--- config.mk ---
export PLATFORM = sky130hd
export DESIGN_NAME = mem_map_arbiter_flat
export DESIGN_NICKNAME = d
export VERILOG_FILES = /design/src/rtl/mem_map_arbiter_pkg.sv /design/src/rtl/mem_map_arbiter_if.sv /design/src/rtl/mem_map_arbiter_rr.sv /design/src/rtl/mem_map_arbiter.sv /design/src/flat_wrapper.sv
export SDC_FILE = /design/constraint.sdc
export NUM_CORES = 1
export LEC_CHECK = 0
export ABC_CLOCK_PERIOD_IN_PS = 9400
export BUFFER_PORTS_ARGS = -buffer_cell sky130_fd_sc_hd__buf_4
export CORE_AREA = 4 4 284 286
export DETAILED_ROUTE_END_ITERATION = 8
export DIE_AREA = 0 0 288 290
export PLACE_DENSITY = 0.47
export SLEW_MARGIN = 20
export SYNTH_ARGS = -nofsm -noshare
export SYNTH_HDL_FRONTEND = slang
export SYNTH_HIERARCHICAL = 1
export SYNTH_SLANG_ARGS = --single-unit
--- constraint.sdc ---
create_clock -name clk -period 9.4 [get_ports clk]
set_input_delay 2.82 -clock clk [delete_from_list [all_inputs] [get_ports clk]]
set_output_delay 2.82 -clock clk [all_outputs]
set_load 0.05 [all_outputs]
--- src/rtl/mem_map_arbiter_pkg.sv ---
// mem_map_pkg: shared constants and types for the memory-map arbiter.
//   - default region base / size vectors (index 0 in the LSBs)
//   - register-file base and register index constants
//   - target-select enum used by the decoder and the read-data mux
package mem_map_pkg;

  localparam int unsigned LOG2_W = 8;  // width of each RGN_LOG2 entry

  // Region 0 is 16'h4400 (1K words), region 1 is 16'h2400 (8K words),
  // region 2 is 16'h2000 (1K words) and region 3 is 16'h0000 (8K words).
  localparam logic [63:0] RGN_BASE_DEF = {16'h0000, 16'h2000, 16'h2400, 16'h4400};
  localparam logic [31:0] RGN_LOG2_DEF = {8'd13, 8'd10, 8'd13, 8'd10};

  localparam logic [15:0] REG_BASE_DEF = 16'h4800;
  localparam int unsigned NUM_REGS_DEF = 16;
  localparam int unsigned REG_IDX_W    = 4;

  typedef enum logic [1:0] {RGN, REG, NONE} tgt_e;

endpackage

--- src/rtl/mem_map_arbiter_if.sv ---
// mem_map_arbiter_if: request/grant/read-response bus of the two masters
// (m0 = CPU, m1 = DMA).
//   master modport: drives req/addr/we/wdata, receives gnt/rvalid/rdata
//   slave  modport: the arbiter side of the same signals
interface mem_map_arbiter_if #(
  parameter int unsigned ADDR_W = 16,
  parameter int unsigned DATA_W = 16
);
  logic              m0_req,    m1_req;
  logic [ADDR_W-1:0] m0_addr,   m1_addr;
  logic              m0_we,     m1_we;
  logic [DATA_W-1:0] m0_wdata,  m1_wdata;
  logic              m0_gnt,    m1_gnt;
  logic              m0_rvalid, m1_rvalid;
  logic [DATA_W-1:0] m0_rdata,  m1_rdata;

  modport master (
    output m0_req, m0_addr, m0_we, m0_wdata,
    output m1_req, m1_addr, m1_we, m1_wdata,
    input  m0_gnt, m0_rvalid, m0_rdata,
    input  m1_gnt, m1_rvalid, m1_rdata
  );

  modport slave (
    input  m0_req, m0_addr, m0_we, m0_wdata,
    input  m1_req, m1_addr, m1_we, m1_wdata,
    output m0_gnt, m0_rvalid, m0_rdata,
    output m1_gnt, m1_rvalid, m1_rdata
  );
endinterface

--- src/rtl/mem_map_arbiter_rr.sv ---
// mem_map_rr_arbiter: two-master arbiter.
//   clk, rst  : clock, synchronous active-low reset
//   req[1:0]  : requests (bit 0 = m0, bit 1 = m1)
//   rr_en     : 0 = fixed priority to m0, 1 = round-robin on contention
//   gnt[1:0]  : combinational one-hot grant, forced to 0 while in reset
module mem_map_rr_arbiter (
  input  logic       clk,
  input  logic       rst,
  input  logic [1:0] req,
  input  logic       rr_en,
  output logic [1:0] gnt
);
  // Most recent contention winner; resets to m1 so m0 wins first.
  logic last_m1;

  always_comb begin
    gnt = '0;
    if (rst) begin
      if (req == 2'b11) gnt = (rr_en && !last_m1) ? 2'b10 : 2'b01;
      else              gnt = req;
    end
  end

  always_ff @(posedge clk) begin
    if (!rst)               last_m1 <= 1'b1;
    else if (req == 2'b11)  last_m1 <= gnt[1];
  end
endmodule

--- src/rtl/mem_map_arbiter.sv ---
// mem_map_arbiter: arbitrates CPU (m0) and DMA (m1) accesses onto external
// synchronous-RAM regions and an internal register file.
//   clk, rst   : clock, synchronous active-low reset
//   bus        : master request/grant/read-response bus (slave modport)
//   rgn_en     : one-hot region select in the grant cycle
//   rgn_addr   : region-relative offset; rgn_we/rgn_wdata write strobe/data
//   rgn_rdata  : per-region read data, one cycle after rgn_en
//   reg_out    : register contents (read-only registers show 0)
//   reg_in     : source values for read-only registers
//   reg_wstb   : per-register pulse the cycle after a write
//   bus_err    : pulse the cycle after an unmapped access
// Read latency is one cycle for every target.
module mem_map_arbiter
  import mem_map_pkg::*;
#(
  parameter int unsigned                  ADDR_W   = 16,
  parameter int unsigned                  DATA_W   = 16,
  parameter int unsigned                  NUM_RGN  = 4,
  parameter logic [NUM_RGN*ADDR_W-1:0]    RGN_BASE = RGN_BASE_DEF,
  parameter logic [NUM_RGN*LOG2_W-1:0]    RGN_LOG2 = RGN_LOG2_DEF,
  parameter logic [ADDR_W-1:0]            REG_BASE = REG_BASE_DEF,
  parameter int unsigned                  NUM_REGS = NUM_REGS_DEF,
  parameter logic [NUM_REGS-1:0]          RO_MASK  = '0,
  parameter bit                           RR_EN    = 1'b1
) (
  input  logic                         clk,
  input  logic                         rst,
  mem_map_arbiter_if.slave             bus,
  output logic [NUM_RGN-1:0]           rgn_en,
  output logic [ADDR_W-1:0]            rgn_addr,
  output logic                         rgn_we,
  output logic [DATA_W-1:0]            rgn_wdata,
  input  logic [NUM_RGN*DATA_W-1:0]    rgn_rdata,
  output logic [NUM_REGS*DATA_W-1:0]   reg_out,
  input  logic [NUM_REGS*DATA_W-1:0]   reg_in,
  output logic [NUM_REGS-1:0]          reg_wstb,
  output logic                         bus_err
);
  localparam int unsigned RIDX_W = (NUM_RGN  > 1) ? $clog2(NUM_RGN)  : 1;
  localparam int unsigned IDX_W  = (NUM_REGS > 1) ? $clog2(NUM_REGS) : 1;

  logic [1:0]        gnt;
  logic              acc, sel_we;
  logic [ADDR_W-1:0] sel_addr;
  logic [DATA_W-1:0] sel_wdata;

  tgt_e              tgt, tgt_q;
  logic [RIDX_W-1:0] rgn_idx, rgn_idx_q;
  logic [ADDR_W-1:0] rgn_off, reg_off;
  logic [IDX_W-1:0]  reg_idx;
  logic [DATA_W-1:0] reg_rd, reg_rd_q, rd_mux;
  logic              rv_m0, rv_m1;
  logic [DATA_W-1:0] regs [NUM_REGS];

  mem_map_rr_arbiter u_arb (
    .clk   (clk),
    .rst   (rst),
    .req   ({bus.m1_req, bus.m0_req}),
    .rr_en (RR_EN),
    .gnt   (gnt)
  );

  assign bus.m0_gnt = gnt[0];
  assign bus.m1_gnt = gnt[1];
  assign acc        = |gnt;
  assign sel_addr   = gnt[1] ? bus.m1_addr  : bus.m0_addr;
  assign sel_we     = gnt[1] ? bus.m1_we    : bus.m0_we;
  assign sel_wdata  = gnt[1] ? bus.m1_wdata : bus.m0_wdata;

  // Regions are scanned from the highest index down so the lowest hitting
  // index is the one left standing; registers only decode on a region miss.
  always_comb begin
    logic [ADDR_W-1:0] off;
    off     = '0;
    tgt     = NONE;
    rgn_idx = '0;
    rgn_off = '0;
    for (int unsigned i = NUM_RGN; i > 0; i--) begin
      off = sel_addr - RGN_BASE[(i-1)*ADDR_W +: ADDR_W];
      if ((off >> RGN_LOG2[(i-1)*LOG2_W +: LOG2_W]) == '0) begin
        tgt     = RGN;
        rgn_idx = RIDX_W'(i-1);
        rgn_off = off;
      end
    end
    reg_off = sel_addr - REG_BASE;
    reg_idx = reg_off[IDX_W-1:0];
    if (tgt != RGN && reg_off < ADDR_W'(NUM_REGS)) tgt = REG;
  end

  assign reg_rd = RO_MASK[reg_idx] ? reg_in[int'(reg_idx)*DATA_W +: DATA_W]
                                   : regs[reg_idx];

  always_comb begin
    rgn_en   = '0;
    rgn_addr = '0;
    if (acc && tgt == RGN) begin
      rgn_en   = NUM_RGN'(1) << rgn_idx;
      rgn_addr = rgn_off;
    end
  end
  assign rgn_we    = acc && sel_we && (tgt == RGN);
  assign rgn_wdata = sel_wdata;

  // Register read data is captured in the grant cycle, before any write of
  // that same edge lands, giving read-before-write behaviour.
  always_ff @(posedge clk) begin
    if (!rst) begin
      for (int unsigned i = 0; i < NUM_REGS; i++) regs[i] <= '0;
      reg_wstb  <= '0;
      rv_m0     <= 1'b0;
      rv_m1     <= 1'b0;
      bus_err   <= 1'b0;
      tgt_q     <= NONE;
      rgn_idx_q <= '0;
      reg_rd_q  <= '0;
    end else begin
      rv_m0     <= gnt[0] && !bus.m0_we;
      rv_m1     <= gnt[1] && !bus.m1_we;
      bus_err   <= acc && (tgt == NONE);
      tgt_q     <= tgt;
      rgn_idx_q <= rgn_idx;
      reg_rd_q  <= reg_rd;
      reg_wstb  <= '0;
      if (acc && sel_we && tgt == REG) begin
        reg_wstb[reg_idx] <= 1'b1;
        if (!RO_MASK[reg_idx]) regs[reg_idx] <= sel_wdata;
      end
    end
  end

  always_comb begin
    rd_mux = '0;
    case (tgt_q)
      RGN:     rd_mux = rgn_rdata[int'(rgn_idx_q)*DATA_W +: DATA_W];
      REG:     rd_mux = reg_rd_q;
      default: rd_mux = '0;
    endcase
  end

  assign bus.m0_rvalid = rv_m0;
  assign bus.m1_rvalid = rv_m1;
  assign bus.m0_rdata  = rv_m0 ? rd_mux : '0;
  assign bus.m1_rdata  = rv_m1 ? rd_mux : '0;

  always_comb begin
    reg_out = '0;
    for (int unsigned i = 0; i < NUM_REGS; i++)
      reg_out[i*DATA_W +: DATA_W] = RO_MASK[i] ? '0 : regs[i];
  end
endmodule
--- src/flat_wrapper.sv ---
// flat-port wrapper written by rule: the top's interface ports become plain ports
module mem_map_arbiter_flat import mem_map_pkg::*;
#(
  parameter int unsigned                  ADDR_W   = 16,
  parameter int unsigned                  DATA_W   = 16,
  parameter int unsigned                  NUM_RGN  = 4,
  parameter logic [NUM_RGN*ADDR_W-1:0]    RGN_BASE = RGN_BASE_DEF,
  parameter logic [NUM_RGN*LOG2_W-1:0]    RGN_LOG2 = RGN_LOG2_DEF,
  parameter logic [ADDR_W-1:0]            REG_BASE = REG_BASE_DEF,
  parameter int unsigned                  NUM_REGS = NUM_REGS_DEF,
  parameter logic [NUM_REGS-1:0]          RO_MASK  = '0,
  parameter bit                           RR_EN    = 1'b1
)
  (clk, rst, rgn_en, rgn_addr, rgn_we, rgn_wdata, rgn_rdata, reg_out, reg_in, reg_wstb, bus_err, bus_m0_req, bus_m0_addr, bus_m0_we, bus_m0_wdata, bus_m1_req, bus_m1_addr, bus_m1_we, bus_m1_wdata, bus_m0_gnt, bus_m0_rvalid, bus_m0_rdata, bus_m1_gnt, bus_m1_rvalid, bus_m1_rdata);
  mem_map_arbiter_if #(.ADDR_W(ADDR_W), .DATA_W(DATA_W)) bus_i ();
  input  logic clk;
  input  logic rst;
  output logic [NUM_RGN-1:0] rgn_en;
  output logic [ADDR_W-1:0] rgn_addr;
  output logic rgn_we;
  output logic [DATA_W-1:0] rgn_wdata;
  input  logic [NUM_RGN*DATA_W-1:0] rgn_rdata;
  output logic [NUM_REGS*DATA_W-1:0] reg_out;
  input  logic [NUM_REGS*DATA_W-1:0] reg_in;
  output logic [NUM_REGS-1:0] reg_wstb;
  output logic bus_err;
  input wire logic [$bits(bus_i.m0_req)-1:0] bus_m0_req;
  input wire logic [$bits(bus_i.m0_addr)-1:0] bus_m0_addr;
  input wire logic [$bits(bus_i.m0_we)-1:0] bus_m0_we;
  input wire logic [$bits(bus_i.m0_wdata)-1:0] bus_m0_wdata;
  input wire logic [$bits(bus_i.m1_req)-1:0] bus_m1_req;
  input wire logic [$bits(bus_i.m1_addr)-1:0] bus_m1_addr;
  input wire logic [$bits(bus_i.m1_we)-1:0] bus_m1_we;
  input wire logic [$bits(bus_i.m1_wdata)-1:0] bus_m1_wdata;
  output wire logic [$bits(bus_i.m0_gnt)-1:0] bus_m0_gnt;
  output wire logic [$bits(bus_i.m0_rvalid)-1:0] bus_m0_rvalid;
  output wire logic [$bits(bus_i.m0_rdata)-1:0] bus_m0_rdata;
  output wire logic [$bits(bus_i.m1_gnt)-1:0] bus_m1_gnt;
  output wire logic [$bits(bus_i.m1_rvalid)-1:0] bus_m1_rvalid;
  output wire logic [$bits(bus_i.m1_rdata)-1:0] bus_m1_rdata;
  assign bus_i.m0_req = bus_m0_req;
  assign bus_i.m0_addr = bus_m0_addr;
  assign bus_i.m0_we = bus_m0_we;
  assign bus_i.m0_wdata = bus_m0_wdata;
  assign bus_i.m1_req = bus_m1_req;
  assign bus_i.m1_addr = bus_m1_addr;
  assign bus_i.m1_we = bus_m1_we;
  assign bus_i.m1_wdata = bus_m1_wdata;
  assign bus_m0_gnt = bus_i.m0_gnt;
  assign bus_m0_rvalid = bus_i.m0_rvalid;
  assign bus_m0_rdata = bus_i.m0_rdata;
  assign bus_m1_gnt = bus_i.m1_gnt;
  assign bus_m1_rvalid = bus_i.m1_rvalid;
  assign bus_m1_rdata = bus_i.m1_rdata;
  mem_map_arbiter #(.ADDR_W(ADDR_W), .DATA_W(DATA_W), .NUM_RGN(NUM_RGN), .RGN_BASE(RGN_BASE), .RGN_LOG2(RGN_LOG2), .REG_BASE(REG_BASE), .NUM_REGS(NUM_REGS), .RO_MASK(RO_MASK), .RR_EN(RR_EN)) u_core (.clk(clk), .rst(rst), .bus(bus_i), .rgn_en(rgn_en), .rgn_addr(rgn_addr), .rgn_we(rgn_we), .rgn_wdata(rgn_wdata), .rgn_rdata(rgn_rdata), .reg_out(reg_out), .reg_in(reg_in), .reg_wstb(reg_wstb), .bus_err(bus_err));
endmodule
# Word-level counts from Yosys, hierarchy flattened
# Memory sizes are Yosys's and may differ from the RTL's.
# Cells that the tools add are included.
# totals
output_inout_bits	346
memories	2
word_cells	81
ramBits	256
regBits	40
romBits	16
inputBits	390
# memory_table
memory	words	word_bits	rd	rd_clocked_by_memory_dff	write_ports	line	text
u_core.regs	16	16	17	0	16	mem_map_arbiter.sv:53	logic [DATA_W-1:0] regs [NUM_REGS];
(name not given)	16	1	1	0	0	mem_map_arbiter.sv:91	assign reg_rd = RO_MASK[reg_idx] ? reg_in[int'(reg_idx)*DATA_W +: DATA_W]
# classes
n_shift	3
n_eq_ne	4
n_addsub	4
magnitude_cmp	3
muxes	36
n_reduce_logical	21
# op_table
op	count
$shiftx A256 B9 Y16	1
$mux W16	11
$logic_not A16 Y1	4
$shiftx A64 B7 Y16	1
$pmux W16 S2	1
$sub A16 B14 Y16 const B	2
$sub A16 B15 Y16 const B	2
$mux W2	12
$lt A16 B5 Y1 const B	1
$reduce_or A16 Y1	1
$logic_and A1 B1 Y1	9
$mux W1	9
$mux W4	2
$lt A4 B5 Y1 const B	1
$demux W1 S4	1
$eq A2 B1 Y1 const B	2
$eq A2 B2 Y1 const B	2
$ge A4 B1 Y1 const B	1
$logic_not A2 Y1	2
$shl A1 B2 Y4 const A	1
$logic_not A1 Y1	2
$reduce_and A2 Y1	1
$reduce_bool A2 Y1	1
$reduce_or A2 Y1	1

# Depth between registers and ports, before layout
# Gate-level depths: netlist of run 1.
# depth
word_depth	19
ltp_mapped	15
mapped_depth_nobuf	11

# Modules after synthesis
# The synthesis of run 1 kept the hierarchy.
# by_module_without_submodules
module	cells_per_inst	area_per_inst_um2	n_inst	seq_area_each_um2
mem_map_arbiter	1554	16160.5	1	8468.1
mem_map_rr_arbiter	9	77.6	1	20.0

# Worst setup path after synthesis of run 1
# Ideal clock, no wire load.
# synth_path
kind	input-to-output
start	input port bus_m1_req
end	output port rgn_addr[12]
path_slack_ns	-0.673
cell_stages	12
required_ns	6.580
arrival_ns	7.253
path_buffers	1
path_cell_list	nand2_1 > a21oi_1 > buf_6 > mux2i_2 > inv_1 > ha_1 > nor2_1 > a31oi_1 > xor2_1 > a2111oi_1 > nor3_1 > nor4_1
# synth_between
elab_chain_len	15
elab_cells_between_ends	28
classes_between	add/sub: 4; order compare: 1; eq/ne: 1; mux: 13; reduce/logical: 9
# synth_rtl
element	line	text
from (decl)	flat_wrapper.sv:31	input wire logic [$bits(bus_i.m1_req)-1:0] bus_m1_req;
$eq A2 B2 Y1	mem_map_arbiter_rr.sv:19	if (req == 2'b11) gnt = (rr_en && !last_m1) ? 2'b10 : 2'b01;
$mux W2 *	mem_map_arbiter_rr.sv:19	
$mux W2 *	mem_map_arbiter_rr.sv:18	if (rst) begin
via bus_m1_gnt	flat_wrapper.sv:38	output wire logic [$bits(bus_i.m1_gnt)-1:0] bus_m1_gnt;
$mux W16	mem_map_arbiter.sv:66	assign sel_addr = gnt[1] ? bus.m1_addr : bus.m0_addr;
$sub A16 B14 Y16 / $logic_not A16 Y1 (equally long branches)	mem_map_arbiter.sv:79, mem_map_arbiter.sv:80	
$logic_not A16 Y1 / $mux W2 (equally long branches)	mem_map_arbiter.sv:80	if ((off >> RGN_LOG2[(i-1)*LOG2_W +: LOG2_W]) == '0) begin
$mux W2 (3 in series)	mem_map_arbiter.sv:80	
$reduce_bool A2 Y1	mem_map_arbiter.sv:88	if (tgt != RGN && reg_off < ADDR_W'(NUM_REGS)) tgt = REG;
$logic_and A1 B1 Y1	mem_map_arbiter.sv:88	
$mux W2	mem_map_arbiter.sv:88	
$logic_not A2 Y1	mem_map_arbiter.sv:97	if (acc && tgt == RGN) begin
$logic_and A1 B1 Y1	mem_map_arbiter.sv:97	
$mux W16 *	mem_map_arbiter.sv:97	
to (decl)	flat_wrapper.sv:19	output logic [ADDR_W-1:0] rgn_addr;
# Mark *: on every way through the listed nets, which the timed path passes. The rest lies on a longest branch.

# Worst setup path in the final report of run 1
# layout_path
start	input port rst
end	output port rgn_addr[2]
# layout_between
elab_chain_len	13
elab_cells_between_ends	26
classes_between	add/sub: 4; order compare: 1; mux: 12; reduce/logical: 9
# layout_rtl
element	line	text
from (decl)	flat_wrapper.sv:17	input logic rst;
$mux W2 *	mem_map_arbiter_rr.sv:18	
$mux W16	mem_map_arbiter.sv:66	
$sub A16 B14 Y16 / $logic_not A16 Y1 (equally long branches)	mem_map_arbiter.sv:79, mem_map_arbiter.sv:80	
$logic_not A16 Y1 / $mux W2 (equally long branches)	mem_map_arbiter.sv:80	
$mux W2 (3 in series)	mem_map_arbiter.sv:80	
$reduce_bool A2 Y1	mem_map_arbiter.sv:88	
$logic_and A1 B1 Y1	mem_map_arbiter.sv:88	
$mux W2	mem_map_arbiter.sv:88	
$logic_not A2 Y1	mem_map_arbiter.sv:97	
$logic_and A1 B1 Y1	mem_map_arbiter.sv:97	
$mux W16 *	mem_map_arbiter.sv:97	
# Every way passes the cells marked *; elsewhere a longest branch is shown, timed or not.

==> impl_metrics.sql, run 1 <==
INSERT INTO impl_metrics (metric_group, metric, value, unit) VALUES
('die', 'initial_utilization', '20.7', '%'),
('place', 'dp_worst_setup_slack', '0.287', 'ns'),
('clocking', 'clock_insertion_delay_worst_skew', '0.58', 'ns'),
('global_route', 'total_global_routing_overflow', '0', ''),
('sta', 'final_min_period_over_clock_period', '96.6', '%'),
('sta', 'finalSetupViolations', '0', ''),
('place', 'place.port_buffers', '478', ''),
('logic_synthesis', 'synth_warnings', '6', ''),
('critical_path', 'start_kind', 'primary input', ''),
('global_route', 'grt_first_pass_wirelength', '121000', 'um'),
('sta', 'max_slew_violation_total_from_the_final_report', '0', ''),
('power', 'total_power', '3.74', 'mW'),
('clocking', 'clock_tree.root_cell', 'clkbuf_16', ''),
('power', 'power.leakage', '8.03', 'nW'),
('critical_path', 'cp_slowest_stage_delay', '0.49', 'ns'),
('sta', 'worst_pin_slew', '1.25', 'ns'),
('die', 'chipWidth', '288', 'um'),
('logic_synthesis', 'post_synth.cell_area_avg', '10.4', 'sq um'),
('logic_synthesis', 'yosysUniqueCellTypes', '58', ''),
('sta', 'fin_crit', '9.08', 'ns'),
('sta', 'slew-limit-headroom', '16.2', '%'),
('logic_synthesis', 'synth_flop_cell', 'edfxtp_1', ''),
('global_route', 'globalRouteTotalUtil', '20.6', '%'),
('finish', 'final_net_count', '2389', ''),
('critical_path', 'worstPathCellList', 'buf_4 > nand2_1 > a21oi_4 > buf_4 > mux2i_1 > ha_1 > a31oi_1 > xor2_1 > a2111oi_1 > buf_4 > nor3_2 > buf_4 > nor3_2 > buf_4', ''),
('finish', 'layout-drive-gt1-share', '39.4', '%'),
('logic_synthesis', 'fraction_of_the_yosys_area_taken_by_sequential_cells', '52.3', '%'),
('power', 'switching_power', '1.17', 'mW'),
('power', 'intPower', '2.57', 'mW'),
('logic_synthesis', 'synthesis.instances', '1563', ''),
('routing', 'routed-via-count', '14740', ''),
('clocking', 'cts_tree', 'built', ''),
('job', 'max-cap-violations', '0', ''),
('power', 'share_clk_of_total_power', '40.8', '%'),
('logic_synthesis', 'synth_most_common_cell', 'nand2_1', ''),
('sta', 'rsz_0062_raised_after_global_routing', 'no', ''),
('sta', 'endpoints_failing_hold', '0', ''),
('critical_path', 'worst_ep_required_time', '6.58', 'ns'),
('clocking', 'post_cts.repair.setup_buffers', '0', ''),
('routing', 'drt-initial-drc-count', '1370', ''),
('power', 'fraction_of_power_spent_switching_nets', '31.3', '%'),
('critical_path', 'arrival', '6.26', 'ns'),
('clocking', 'clk_pin_slew_worst_paths', '0.06', 'ns'),
('logic_synthesis', 'post_synth_instance_area', '16200', 'sq um'),
('die', 'floorplan.die.height', '290', 'um'),
('sta', 'finalWorstSetupSlack', '0.317', 'ns'),
('routing', 'route.detailed.wl_per_inst', '29.5', 'um'),
('critical_path', 'worst_path_max_delay_cell', 'a21oi_4', ''),
('clocking', 'cts_max_path_buffers', '3', ''),
('logic_synthesis', 'ys_ff_latch', '296', ''),
('logic_synthesis', 'netlist_top_cells_area', 'edfxtp_1 47%, nor3_2 9.0%, nand2_1 7.2%', ''),
('finish', 'antenna_cells_inserted', '0', ''),
('routing', 'routed_via_density', '4.81', ''),
('power', 'share_comb_of_total_power', '18.8', '%'),
('place', 'post-dp-hpwl', '68900', 'um'),
('routing', 'routed_wl', '90400', 'um'),
('critical_path', 'end_kind', 'output port', ''),
('clocking', 'cts-resized-gates', '0', ''),
('finish', 'flow.area_growth_from_synthesis', '36.7', '%'),
('critical_path', 'critPathMaxFanout', '11', ''),
('power', 'vdd.ir_drop.worst', '0.0988', 'mV'),
('global_route', 'largest_net_degree_at_the_start_of_global_routing', '137', ''),
('logic_synthesis', 'postSynthNetCount', '1963', ''),
('clocking', 'cts_inserted_buffers', '37', ''),
('clocking', 'cts.sinks', '296', ''),
('critical_path', 'worst-setup-path-type', 'primary input to output port', ''),
('worst_hold_path', 'worst_hold_path_type', 'flip-flop to flip-flop', ''),
('run_status', 'outcome', 'finished, final reports clean', ''),
('die', 'io_pins', '736', ''),
('clocking', 'htreeDepth', '2', ''),
('logic_synthesis', 'synth_largest_area_cell', 'edfxtp_1', '');
cells in the final DEF, fill, tap and decap left out, types with 20 or more instances in the layout:
cell type / Yosys / routed
dfxtp_1: 40 / 39
mux2i_1: 31 / 27
nand2_1: 312 / 312
inv_1: 20 / 20
nor2_1: 113 / 112
nand3_1: 133 / 133
a311oi_1: 32 / 32
nor3_2: 146 / 150
and3_1: 55 / 55
clkbuf_16: 0 / 39
nor3_1: 70 / 66
edfxtp_1: 256 / 256
and2_1: 33 / 33
buf_4: 7 / 536
sequential cells by signal (all words and copies together), names as in the netlist:
| register | count |
|---|---|
| u_core/bus.m1_rvalid | 1 |
| u_core/rgn_idx_q | 2 |
| u_core/reg_rd_q | 16 |
| u_core/bus.m0_rvalid | 1 |
| u_core/bus_err | 1 |
| u_core/reg_wstb | 16 |
| u_core/tgt_q | 2 |
| u_core/regs | 256 |
| u_core/u_arb/last_m1 | 1 |
metal layers:
| metal | share of wire (%) | wire, um | track usage (%) | vias up |
|---|---|---|---|---|
| li1 | - | - | - | 6521 |
| met1 | 40 | 36000 | 25.4 | 7345 |
| met2 | 45 | 40800 | 33.0 | 764 |
| met3 | 11 | 10300 | 8.20 | 108 |
| met4 | 3.5 | 3170 | 6.59 | 2 |
| met5 | 0.0089 | 8 | 0 | - |
final timing paths:
check                                     from                                end  depth (start not counted)  slack, ns
max reg2reg  u_core/u_arb/last_m1$_SDFFE_PN1N_    u_core/regs[5][6]$_SDFFCE_PN0P_                         12       3.55
max                                        rst                        rgn_addr[2]                         14       0.32
min          u_core/u_arb/last_m1$_SDFFE_PN1N_  u_core/u_arb/last_m1$_SDFFE_PN1N_                          2       0.64
min reg2reg  u_core/u_arb/last_m1$_SDFFE_PN1N_  u_core/u_arb/last_m1$_SDFFE_PN1N_                          2       0.64
power by group through the flow:
| stage | logic (mW) | registers (mW) | clock network [mW] |
|---|---|---|---|
| finish | 0.705 | 1.51 | 1.53 |
| global route | 0.741 | 1.51 | 1.62 |
| CTS | 0.712 | 1.51 | 1.57 |
| detailed placement | 0.710 | 1.54 | 0 |
| global placement | 0.710 | 1.54 | 0 |
| floorplan | 0.282 | 1.64 | 0 |
critical path, delay by kind of cell:
family                     cells  cell delay [ns]
muxes                          1             0.37
xor gates and xnor gates       1             0.19
adders and majority gates      1             0.40
and+or+nand+nor                3             0.35
buffers and inverters          5             1.05
AOI/OAI and AO/OA              3             1.05
logic make-up after synthesis:
| group | count (synthesis) | synth area share, % |
|---|---|---|
| simple gates | 885 | 29.5 |
| xor+xnor | 7 | 0.378 |
| flops | 296 | 52.3 |
| buf+inv | 170 | 5.43 |
| fa+ha+maj | 10 | 0.771 |
| compound gates | 133 | 6.39 |
| mux | 60 | 5.26 |
| other cells | 2 | 0.0462 |
metrics by stage:
| step | utilization (%) | hold slack [ns] | instance area, sq um | TNS [ns] | cells |
|---|---|---|---|---|---|
| global route | 28.3 | 0.661 | 22200 | 0 | 3067 |
| floorplan | - | 0.559 | 16300 | -0.163 | 1563 |
| finish | 28.3 | 0.642 | 22200 | 0 | 3067 |
| global placement | 26.7 | 0.588 | 20900 | 0 | 3000 |
| detailed placement | 26.7 | 0.638 | 20900 | 0 | 3000 |
| CTS | 28.3 | 0.645 | 22200 | 0 | 3067 |
layout make-up:
cell class              instances  area, sq um
fillers                      8362        56200
flip-flops and latches        296         8490
multi-input cells            1097         6990
repair buffers                537         4040
well taps                    1050         1310
clock buffers                  45         1020
clock inverters                22          259
inverters                      20         75.1
(Power assumes the default switching activity.)
==> inputs of run 2 (changes only) <==
--- a/config.mk
+++ b/config.mk
@@ -5,14 +5,16 @@
 export SDC_FILE = /design/constraint.sdc
 export NUM_CORES = 1
 export LEC_CHECK = 0
+export ABC_AREA = 1
 export ABC_CLOCK_PERIOD_IN_PS = 9400
 export BUFFER_PORTS_ARGS = -buffer_cell sky130_fd_sc_hd__buf_4
 export CORE_AREA = 4 4 284 286
 export DETAILED_ROUTE_END_ITERATION = 8
 export DIE_AREA = 0 0 288 290
-export PLACE_DENSITY = 0.47
+export PLACE_DENSITY = 0.44
 export SLEW_MARGIN = 20
 export SYNTH_ARGS = -nofsm -noshare
 export SYNTH_HDL_FRONTEND = slang
 export SYNTH_HIERARCHICAL = 1
 export SYNTH_SLANG_ARGS = --single-unit
+export TNS_END_PERCENT = 5
==> run 2 against run 1 <==
Net effect:
- non-clock buffer count shrank 25
- core utilization shrank 2.2 points
- register-to-register slack gained 0.72 ns
- combinational power grew 24%
- sequential power is essentially flat
- clock skew grew 0.0050 ns
- synthesized area shrank 11%
- worst setup slack lost 0.097 ns
- maximum frequency shrank 1.1%
- synthesized cell count shrank 2.4%
- sequential share of layout area grew 3.3 points
- critical path type unchanged
- critical endpoint is now rgn_addr[6]
- largest cell class unchanged
- highest routed layer is now met4
==> impl_metrics.sql, run 2 <==
INSERT INTO impl_metrics (metric_group, metric, value, unit) VALUES
('global_route', 'largest_net_degree_at_the_start_of_global_routing', '65', ''),
('global_route', 'total_global_routing_overflow', '0', ''),
('die', 'io_pins', '736', ''),
('power', 'vdd.ir_drop.worst', '0.121', 'mV'),
('clocking', 'clock_insertion_delay_worst_skew', '0.57', 'ns'),
('critical_path', 'worst_path_max_delay_cell', 'a21oi_1', ''),
('finish', 'fillerInstances', '8543', ''),
('global_route', 'grt_first_pass_wirelength', '104000', 'um'),
('power', 'share_clk_of_total_power', '38.9', '%'),
('logic_synthesis', 'synth_xor_area_share', '0.121', '%'),
('power', 'switching_power', '1.32', 'mW'),
('critical_path', 'critPathMaxFanout', '18', ''),
('die', 'die_area', '83500', 'sq um'),
('sta', 'endpoints_failing_hold', '0', ''),
('finish', 'final_cell_mix', '512 x buf_4, 352 x nor2_1, 323 x nand2_1', ''),
('logic_synthesis', 'post_synth_mux_area_share', '0.0953', '%'),
('sta', 'hold_slack', '0.546', 'ns'),
('job', 'max-cap-violations', '0', ''),
('routing', 'routed_via_density', '4.27', ''),
('run_status', 'outcome', 'finished, final reports clean', ''),
('logic_synthesis', 'yosysUniqueCellTypes', '35', ''),
('logic_synthesis', 'synth.cells.most_frequent', '356 x nor2_1, 323 x nand2_1, 256 x edfxtp_1, 128 x a22oi_1, 105 x inv_1', ''),
('logic_synthesis', 'synthesis.instances', '1526', ''),
('critical_path', 'end_kind', 'output port', ''),
('logic_synthesis', 'post_synth.cell_area_avg', '9.46', 'sq um'),
('critical_path', 'timing.critical_path.mode_cell', 'nand2_1', ''),
('place', 'post-dp-hpwl', '59300', 'um'),
('routing', 'route.detailed.wl_per_inst', '25.0', 'um'),
('clocking', 'cts_inserted_buffers', '39', ''),
('power', 'power-per-cell-area', '193', 'nW/um^2'),
('logic_synthesis', 'async_reset_ff_share', '0', '%'),
('finish', 'layout-drive-gt1-share', '32.8', '%'),
('clocking', 'post_cts.repair.setup_buffers', '0', ''),
('critical_path', 'arrival', '6.36', 'ns'),
('sta', 'fmax', '109', 'MHz'),
('finish', 'layout.cells.most_common', 'buf_4', ''),
('logic_synthesis', 'post_synth_and_or_nand_nor_area_fraction', '24.6', '%'),
('place', 'gp_congestion', '0.902', ''),
('logic_synthesis', 'ys_ff_latch', '296', ''),
('critical_path', 'worstPathCellList', 'buf_4 > nand2_2 > inv_2 > a21oi_4 > inv_2 > or2_1 > nand2_2 > ha_1 > inv_1 > nand2_1 > nand2_1 > inv_1 > nand3_1 > nand2_1 > nand3_1 > nand3_1 > nand2_1 > buf_4 > a21oi_1 > buf_4', ''),
('sta', 'fin_crit', '9.18', 'ns'),
('finish', 'largest_register_ff_count', '256', ''),
('clocking', 'ctsHoldBuffers', '0', ''),
('die', 'chipWidth', '288', 'um'),
('logic_synthesis', 'fraction_of_the_yosys_area_taken_by_sequential_cells', '58.8', '%'),
('logic_synthesis', 'synth_adder_area_share', '0.866', '%'),
('logic_synthesis', 'synth_top_family_by_area', 'simple AND/OR/NAND/NOR gates', ''),
('die', 'core_area', '78400', 'sq um'),
('sta', 'fin_setup_tns', '0', 'ns'),
('clocking', 'clock_tree.root_cell', 'clkbuf_16', ''),
('logic_synthesis', 'synth_largest_area_cell', 'edfxtp_1', ''),
('sta', 'finalSetupViolations', '0', ''),
('sta', 'slew-limit-headroom', '27.8', '%'),
('routing', 'antenna_violating_nets_post_route', '0', ''),
('die', 'floorplan.die.height', '290', 'um'),
('power', 'fraction_of_power_spent_switching_nets', '33.5', '%'),
('sta', 'max_slew_violation_total_from_the_final_report', '0', ''),
('logic_synthesis', 'synth_most_common_cell', 'nor2_1', ''),
('logic_synthesis', 'netlist_top_cells_area', 'edfxtp_1 53%, nor2_1 9.3%, nand2_1 8.4%', ''),
('sta', 'fin_clk_skew', '0.0284', 'ns'),
('die', 'placement_rows', '103', ''),
('power', 'share_comb_of_total_power', '22.1', '%'),
('finish', 'registers.top_by_ff_count', 'u_core/regs', ''),
('finish', 'final_net_count', '2385', ''),
('routing', 'firstDrtPassIters', '5', ''),
('routing', 'routed_wl', '76700', 'um'),
('global_route', 'grt_pass1_vias', '13194', ''),
('routing', 'drt-initial-drc-count', '1142', ''),
('finish', 'biggestRegsByFlops', 'u_core/regs (256), u_core/reg_rd_q (16), u_core/reg_wstb (16)', ''),
('routing', 'drcViolationCount', '0', ''),
('sta', 'rsz_0062_raised_after_global_routing', 'no', ''),
('critical_path', 'cp_slowest_stage_delay', '0.60', 'ns'),
('place', 'place.port_buffers', '478', ''),
('logic_synthesis', 'synth_compound_gate_area_share', '8.92', '%'),
('clocking', 'cts_tree', 'built', ''),
('logic_synthesis', 'synth_warnings', '6', ''),
('worst_hold_path', 'worst_hold_path_type', 'flip-flop to flip-flop', ''),
('die', 'initial_utilization', '18.4', '%'),
('global_route', 'number_of_antenna_violations_at_the_first_check_in_global_routing', '1', ''),
('logic_synthesis', 'post_synth_instance_area', '14400', 'sq um'),
('clocking', 'cts.sinks', '296', ''),
('critical_path', 'start_kind', 'primary input', ''),
('logic_synthesis', 'synth_edf_count', '256', ''),
('finish', 'antenna_cells_inserted', '0', ''),
('power', 'intPower', '2.63', 'mW'),
('clocking', 'htreeDepth', '2', ''),
('sta', 'worst_pin_slew', '1.08', 'ns'),
('finish', 'flow.area_growth_from_synthesis', '41.6', '%'),
('finish', 'final_core_util', '26.1', '%'),
('routing', 'routed-via-count', '13093', ''),
('clocking', 'cts_max_path_buffers', '3', ''),
('critical_path', 'worst_ep_required_time', '6.58', 'ns'),
('critical_path', 'worst-setup-path-type', 'primary input to output port', ''),
('sta', 'final_min_period_over_clock_period', '97.7', '%'),
('clocking', 'clk_pin_slew_worst_paths', '0.06', 'ns'),
('clocking', 'cts-resized-gates', '0', ''),
('logic_synthesis', 'synth_flop_cell', 'edfxtp_1', ''),
('logic_synthesis', 'netlist.area_leader.share', '53.2', '%'),
('power', 'power.leakage', '9.10', 'nW'),
('global_route', 'globalRouteTotalUtil', '17.5', '%'),
('power', 'power.sequential.fraction', '39.0', '%');
-- run 2: cell types whose count changed in the layout (fill, tap and decap cells not counted), moves of 27 or more --
cell	change
a22oi_1	+122
inv_1	+85
nor3_1	-61
and2_1	-33
nand3_1	-70
nor3_2	-150
and3_1	-55
nor2_1	+240
mux2i_1	-27
a311oi_1	-32
-- run 2: worst max-delay path, delay by kind of cell --
family | cells | cell delay (ns)
buf+inv | 7 | 1.09
compound gates | 2 | 0.83
simple gates | 10 | 1.27
fa+ha+maj | 1 | 0.35
-- run 2: cell type report --
type	count	area, sq um	area share, %
sequential	296	8490	41.5
multi-input combinational	1023	5060	24.8
timing repair buffer	512	3840	18.8
tap	1050	1310	6.43
clock buffer	49	1050	5.15
inverter	113	424	2.07
clock inverter	21	256	1.25
-- run 2: stage by stage --
stage | cell area, sq um | power, mW | instances | setup WS, ns
after global routing | 20400 | 4.10 | 3064 | 0.0366
after detailed placement | 19100 | 2.45 | 2994 | 0.394
after global placement | 19100 | 2.45 | 2994 | 0.385
final | 20400 | 3.95 | 3064 | 0.220
after CTS | 20400 | 4.01 | 3064 | 0.379
after floorplan | 14400 | 2.06 | 1527 | 0.0138
-- run 2: cell families after synthesis --
logic type	after synthesis
AO/OA/AOI/OAI	192
XOR/XNOR	2
adder cells (fa/ha/maj)	10
buffers and inverters	208
flip-flops	296
multiplexers	1
other	2
AND/OR/NAND/NOR	815
-- run 2: power by group through the flow --
stage                     Sequential, mW  Combinational, mW  Clock [mW]
after floorplan                     1.76              0.304           0
after global placement              1.57              0.880           0
after detailed placement            1.57              0.881           0
after CTS                           1.54              0.882        1.58
after global routing                1.55              0.923        1.63
final                               1.54              0.873        1.54
-- run 2: path summary, 6_finish.rpt --
path / from / endpoint / slack, ns / depth (start not counted)
worst max-delay path: bus_m1_req / rgn_addr[6] / 0.22 / 20
worst min-delay path: u_core/u_arb/last_m1$_SDFFE_PN1N_ / u_core/u_arb/last_m1$_SDFFE_PN1N_ / 0.55 / 4
worst max register to register: u_core/u_arb/last_m1$_SDFFE_PN1N_ / u_core/regs[2][4]$_SDFFCE_PN0P_ / 4.27 / 16
worst min register to register: u_core/u_arb/last_m1$_SDFFE_PN1N_ / u_core/u_arb/last_m1$_SDFFE_PN1N_ / 0.55 / 4
-- run 2: layer usage --
metal	vias up	GRT usage, %	routed length, um
met4	0	3.94	1630
li1	6026	-	-
met3	77	5.76	7350
met2	573	27.0	33400
met1	6417	23.9	34400
met5	-	0	0
==> inputs of run 3 (changes only) <==
--- a/config.mk
+++ b/config.mk
@@ -8,9 +8,9 @@
 export ABC_AREA = 1
 export ABC_CLOCK_PERIOD_IN_PS = 9400
 export BUFFER_PORTS_ARGS = -buffer_cell sky130_fd_sc_hd__buf_4
-export CORE_AREA = 4 4 284 286
+export CORE_AREA = 4 4 286 288
 export DETAILED_ROUTE_END_ITERATION = 8
-export DIE_AREA = 0 0 288 290
+export DIE_AREA = 0 0 290 292
 export PLACE_DENSITY = 0.44
 export SLEW_MARGIN = 20
 export SYNTH_ARGS = -nofsm -noshare
==> run 3 against run 2 <==
Net effect:
- count of clock-buffer cells in the layout down 5
- hold slack worse by 0.0037 ns
- critical path type unchanged
- flip-flop and latch count unchanged
- critical path depth down 2
- clock skew about the same
- via count up 0.18%
- largest power group unchanged
- sequential share of layout area up 0.26 points
- total power down 2.6%
- largest cell class unchanged
==> impl_metrics.sql, run 3 (synthesized netlist as in run 2, its figures left out) <==
INSERT INTO impl_metrics (metric_group, metric, value, unit) VALUES
('sta', 'fin_setup_tns', '0', 'ns'),
('finish', 'final_cell_mix', '511 x buf_4, 352 x nor2_1, 323 x nand2_1', ''),
('sta', 'fin_crit', '9.04', 'ns'),
('sta', 'rsz_0062_raised_after_global_routing', 'no', ''),
('power', 'power-per-cell-area', '189', 'nW/um^2'),
('place', 'gp_congestion', '0.893', ''),
('global_route', 'grt_busiest_layer', 'met2', ''),
('critical_path', 'start_kind', 'primary input', ''),
('clocking', 'cts-resized-gates', '0', ''),
('finish', 'final_core_util', '25.8', '%'),
('die', 'placement_rows', '103', ''),
('global_route', 'grt_first_pass_wirelength', '106000', 'um'),
('clocking', 'clk_pin_slew_worst_paths', '0.06', 'ns'),
('clocking', 'cts_tree', 'built', ''),
('sta', 'slew-limit-headroom', '26.2', '%'),
('finish', 'registers.top_by_ff_count', 'u_core/regs', ''),
('clocking', 'cts_inserted_buffers', '36', ''),
('die', 'chipWidth', '290', 'um'),
('critical_path', 'end_kind', 'output port', ''),
('global_route', 'grt_pass1_vias', '13450', ''),
('global_route', 'groute.layer.met3.usage', '6.27', '%'),
('sta', 'max_slew_violation_total_from_the_final_report', '0', ''),
('clocking', 'cts.sinks', '296', ''),
('global_route', 'grt_util_met1', '24.1', '%'),
('critical_path', 'arrival', '6.22', 'ns'),
('clocking', 'ctsHoldBuffers', '0', ''),
('die', 'io_pins', '736', ''),
('critical_path', 'critPathMaxFanout', '12', ''),
('critical_path', 'reg2reg_start', 'u_core/u_arb/last_m1$_SDFFE_PN1N_', ''),
('finish', 'layout-drive-gt1-share', '32.2', '%'),
('clocking', 'cts_max_path_buffers', '3', ''),
('run_status', 'outcome', 'finished, final reports clean', ''),
('critical_path', 'worst-setup-path-type', 'primary input to output port', ''),
('place', 'post-dp-hpwl', '58500', 'um'),
('critical_path', 'reg2reg_depth', '16', ''),
('sta', 'fmax', '111', 'MHz'),
('place', 'place.port_buffers', '478', ''),
('critical_path', 'r2r_end', 'u_core/regs[8][9]$_SDFFCE_PN0P_', ''),
('routing', 'route.detailed.wl_per_inst', '25.1', 'um'),
('clocking', 'clock_tree.root_cell', 'clkbuf_16', ''),
('die', 'core_area', '78900', 'sq um'),
('sta', 'fin_clk_skew', '0.0281', 'ns'),
('global_route', 'globalRouteTotalUtil', '17.4', '%'),
('routing', 'drt-initial-drc-count', '1028', ''),
('global_route', 'total_global_routing_overflow', '0', ''),
('power', 'vdd.ir_drop.worst', '0.118', 'mV'),
('power', 'power.sequential.fraction', '40.1', '%'),
('critical_path', 'worstPathCellList', 'buf_4 > nand2_2 > inv_2 > a21oi_4 > inv_2 > or2_1 > nand2_2 > ha_1 > nand3_1 > nand2_1 > nand2_1 > nor2_1 > nand2_4 > nand3_1 > nand2_1 > buf_4 > nor2_1 > buf_4', ''),
('routing', 'firstDrtPassIters', '5', ''),
('routing', 'routed-via-count', '13116', ''),
('job', 'max-cap-violations', '0', ''),
('power', 'intPower', '2.56', 'mW'),
('routing', 'drcViolationCount', '0', ''),
('worst_hold_path', 'worst_hold_path_type', 'flip-flop to flip-flop', ''),
('routing', 'routed_wl', '76800', 'um'),
('power', 'fraction_of_power_spent_switching_nets', '33.6', '%'),
('global_route', 'grt_util_met2', '26.3', '%'),
('die', 'die_area', '84700', 'sq um'),
('critical_path', 'cp-startpoint', 'bus_m1_req', ''),
('critical_path', 'cp_slowest_stage_delay', '0.52', 'ns'),
('sta', 'final_min_period_over_clock_period', '96.1', '%'),
('sta', 'worst_pin_slew', '1.10', 'ns'),
('critical_path', 'r2r_slack', '4.34', 'ns'),
('clocking', 'clock_insertion_delay_worst_skew', '0.56', 'ns'),
('clocking', 'htreeDepth', '2', ''),
('critical_path', 'worst_ep_required_time', '6.58', 'ns'),
('sta', 'finalSetupViolations', '0', ''),
('power', 'power.leakage', '9.03', 'nW'),
('sta', 'endpoints_failing_hold', '0', ''),
('critical_path', 'worst_path_max_delay_cell', 'nor2_1', ''),
('die', 'floorplan.die.height', '292', 'um'),
('finish', 'largest_register_ff_count', '256', ''),
('routing', 'routed_via_density', '4.29', ''),
('power', 'share_clk_of_total_power', '37.3', '%'),
('finish', 'layout.cells.most_common', 'buf_4', ''),
('global_route', 'largest_net_degree_at_the_start_of_global_routing', '65', ''),
('power', 'switching_power', '1.29', 'mW'),
('clocking', 'post_cts.repair.setup_buffers', '0', ''),
('finish', 'biggestRegsByFlops', 'u_core/regs (256), u_core/reg_rd_q (16), u_core/reg_wstb (16)', ''),
('routing', 'antenna_violating_nets_post_route', '0', ''),
('finish', 'final_net_count', '2381', ''),
('global_route', 'number_of_antenna_violations_at_the_first_check_in_global_routing', '5', ''),
('finish', 'flow.area_growth_from_synthesis', '40.7', '%'),
('power', 'share_comb_of_total_power', '22.6', '%'),
('die', 'initial_utilization', '18.3', '%'),
('critical_path', 'critical_path.endpoint', 'rgn_addr[11]', '');
## run 3: cell types whose count changed in the layout (fill, tap and decap cells not counted)
cell	change
buf_4	-1
clkbuf_16	-2
clkbuf_8	-3
clkinv_1	+9
clkinv_2	-4
clkinv_4	-1
clkinvlp_4	-3
diode_2	+1
inv_16	-1
nor3_1	-1
nor3_2	+1
o21ai_1	-1
o21ai_2	+1
## run 3: how the worst min path moves through the flow
stage | start | endpoint | slack (ns) | cells past startpoint
after floorplan | u_core/u_arb/last_m1$_SDFFE_PN1N_ | u_core/u_arb/last_m1$_SDFFE_PN1N_ | 0.50 | 4
after detailed placement | u_core/u_arb/last_m1$_SDFFE_PN1N_ | u_core/u_arb/last_m1$_SDFFE_PN1N_ | 0.53 | 4
after global placement | u_core/u_arb/last_m1$_SDFFE_PN1N_ | u_core/u_arb/last_m1$_SDFFE_PN1N_ | 0.54 | 4
after CTS | u_core/u_arb/last_m1$_SDFFE_PN1N_ | u_core/u_arb/last_m1$_SDFFE_PN1N_ | 0.55 | 4
final | u_core/u_arb/last_m1$_SDFFE_PN1N_ | u_core/u_arb/last_m1$_SDFFE_PN1N_ | 0.54 | 4
after global routing | u_core/u_arb/last_m1$_SDFFE_PN1N_ | u_core/u_arb/last_m1$_SDFFE_PN1N_ | 0.60 | 4
## run 3: layer usage
| layer | up-vias | share of wire [%] |
|---|---|---|
| li1 | 6020 | - |
| met1 | 6450 | 46 |
| met2 | 580 | 43 |
| met3 | 66 | 9.9 |
| met4 | 0 | 1.6 |
| met5 | - | 0 |
## run 3: power by group through the flow
stage	Sequential [mW]	Combinational [mW]	Clock, mW
finish	1.54	0.871	1.43
CTS	1.54	0.879	1.47
global placement	1.57	0.878	0
global route	1.55	0.921	1.53
floorplan	1.76	0.304	0
detailed placement	1.57	0.877	0
## run 3: layout make-up
type | count | area, sq um
antenna | 1 | 2.50
multi-input combinational | 1023 | 5070
tap | 1050 | 1310
timing repair buffer | 511 | 3840
fill | 8563 | 58600
clock buffer | 44 | 962
clock inverter | 21 | 219
sequential | 296 | 8490
inverter | 113 | 424
## run 3: metrics by stage
step	hold WS (ns)	setup slack [ns]	total power, mW	cells	instance area (sq um)
final	0.542	0.362	3.85	3059	20300
after global routing	0.603	0.0196	4.01	3058	20300
after CTS	0.547	0.0195	3.90	3058	20300
after detailed placement	0.528	0.0402	2.45	2993	19100
after global placement	0.539	0.0265	2.45	2993	19100
after floorplan	0.496	0.0138	2.06	1527	14400
## run 3: worst max-delay path: cells and delay by family
kind | cells | cell delay, ns
and+or+nand+nor | 11 | 2.02
adders and majority gates | 1 | 0.37
AOI/OAI and AO/OA | 1 | 0.15
buffers and inverters | 5 | 0.85
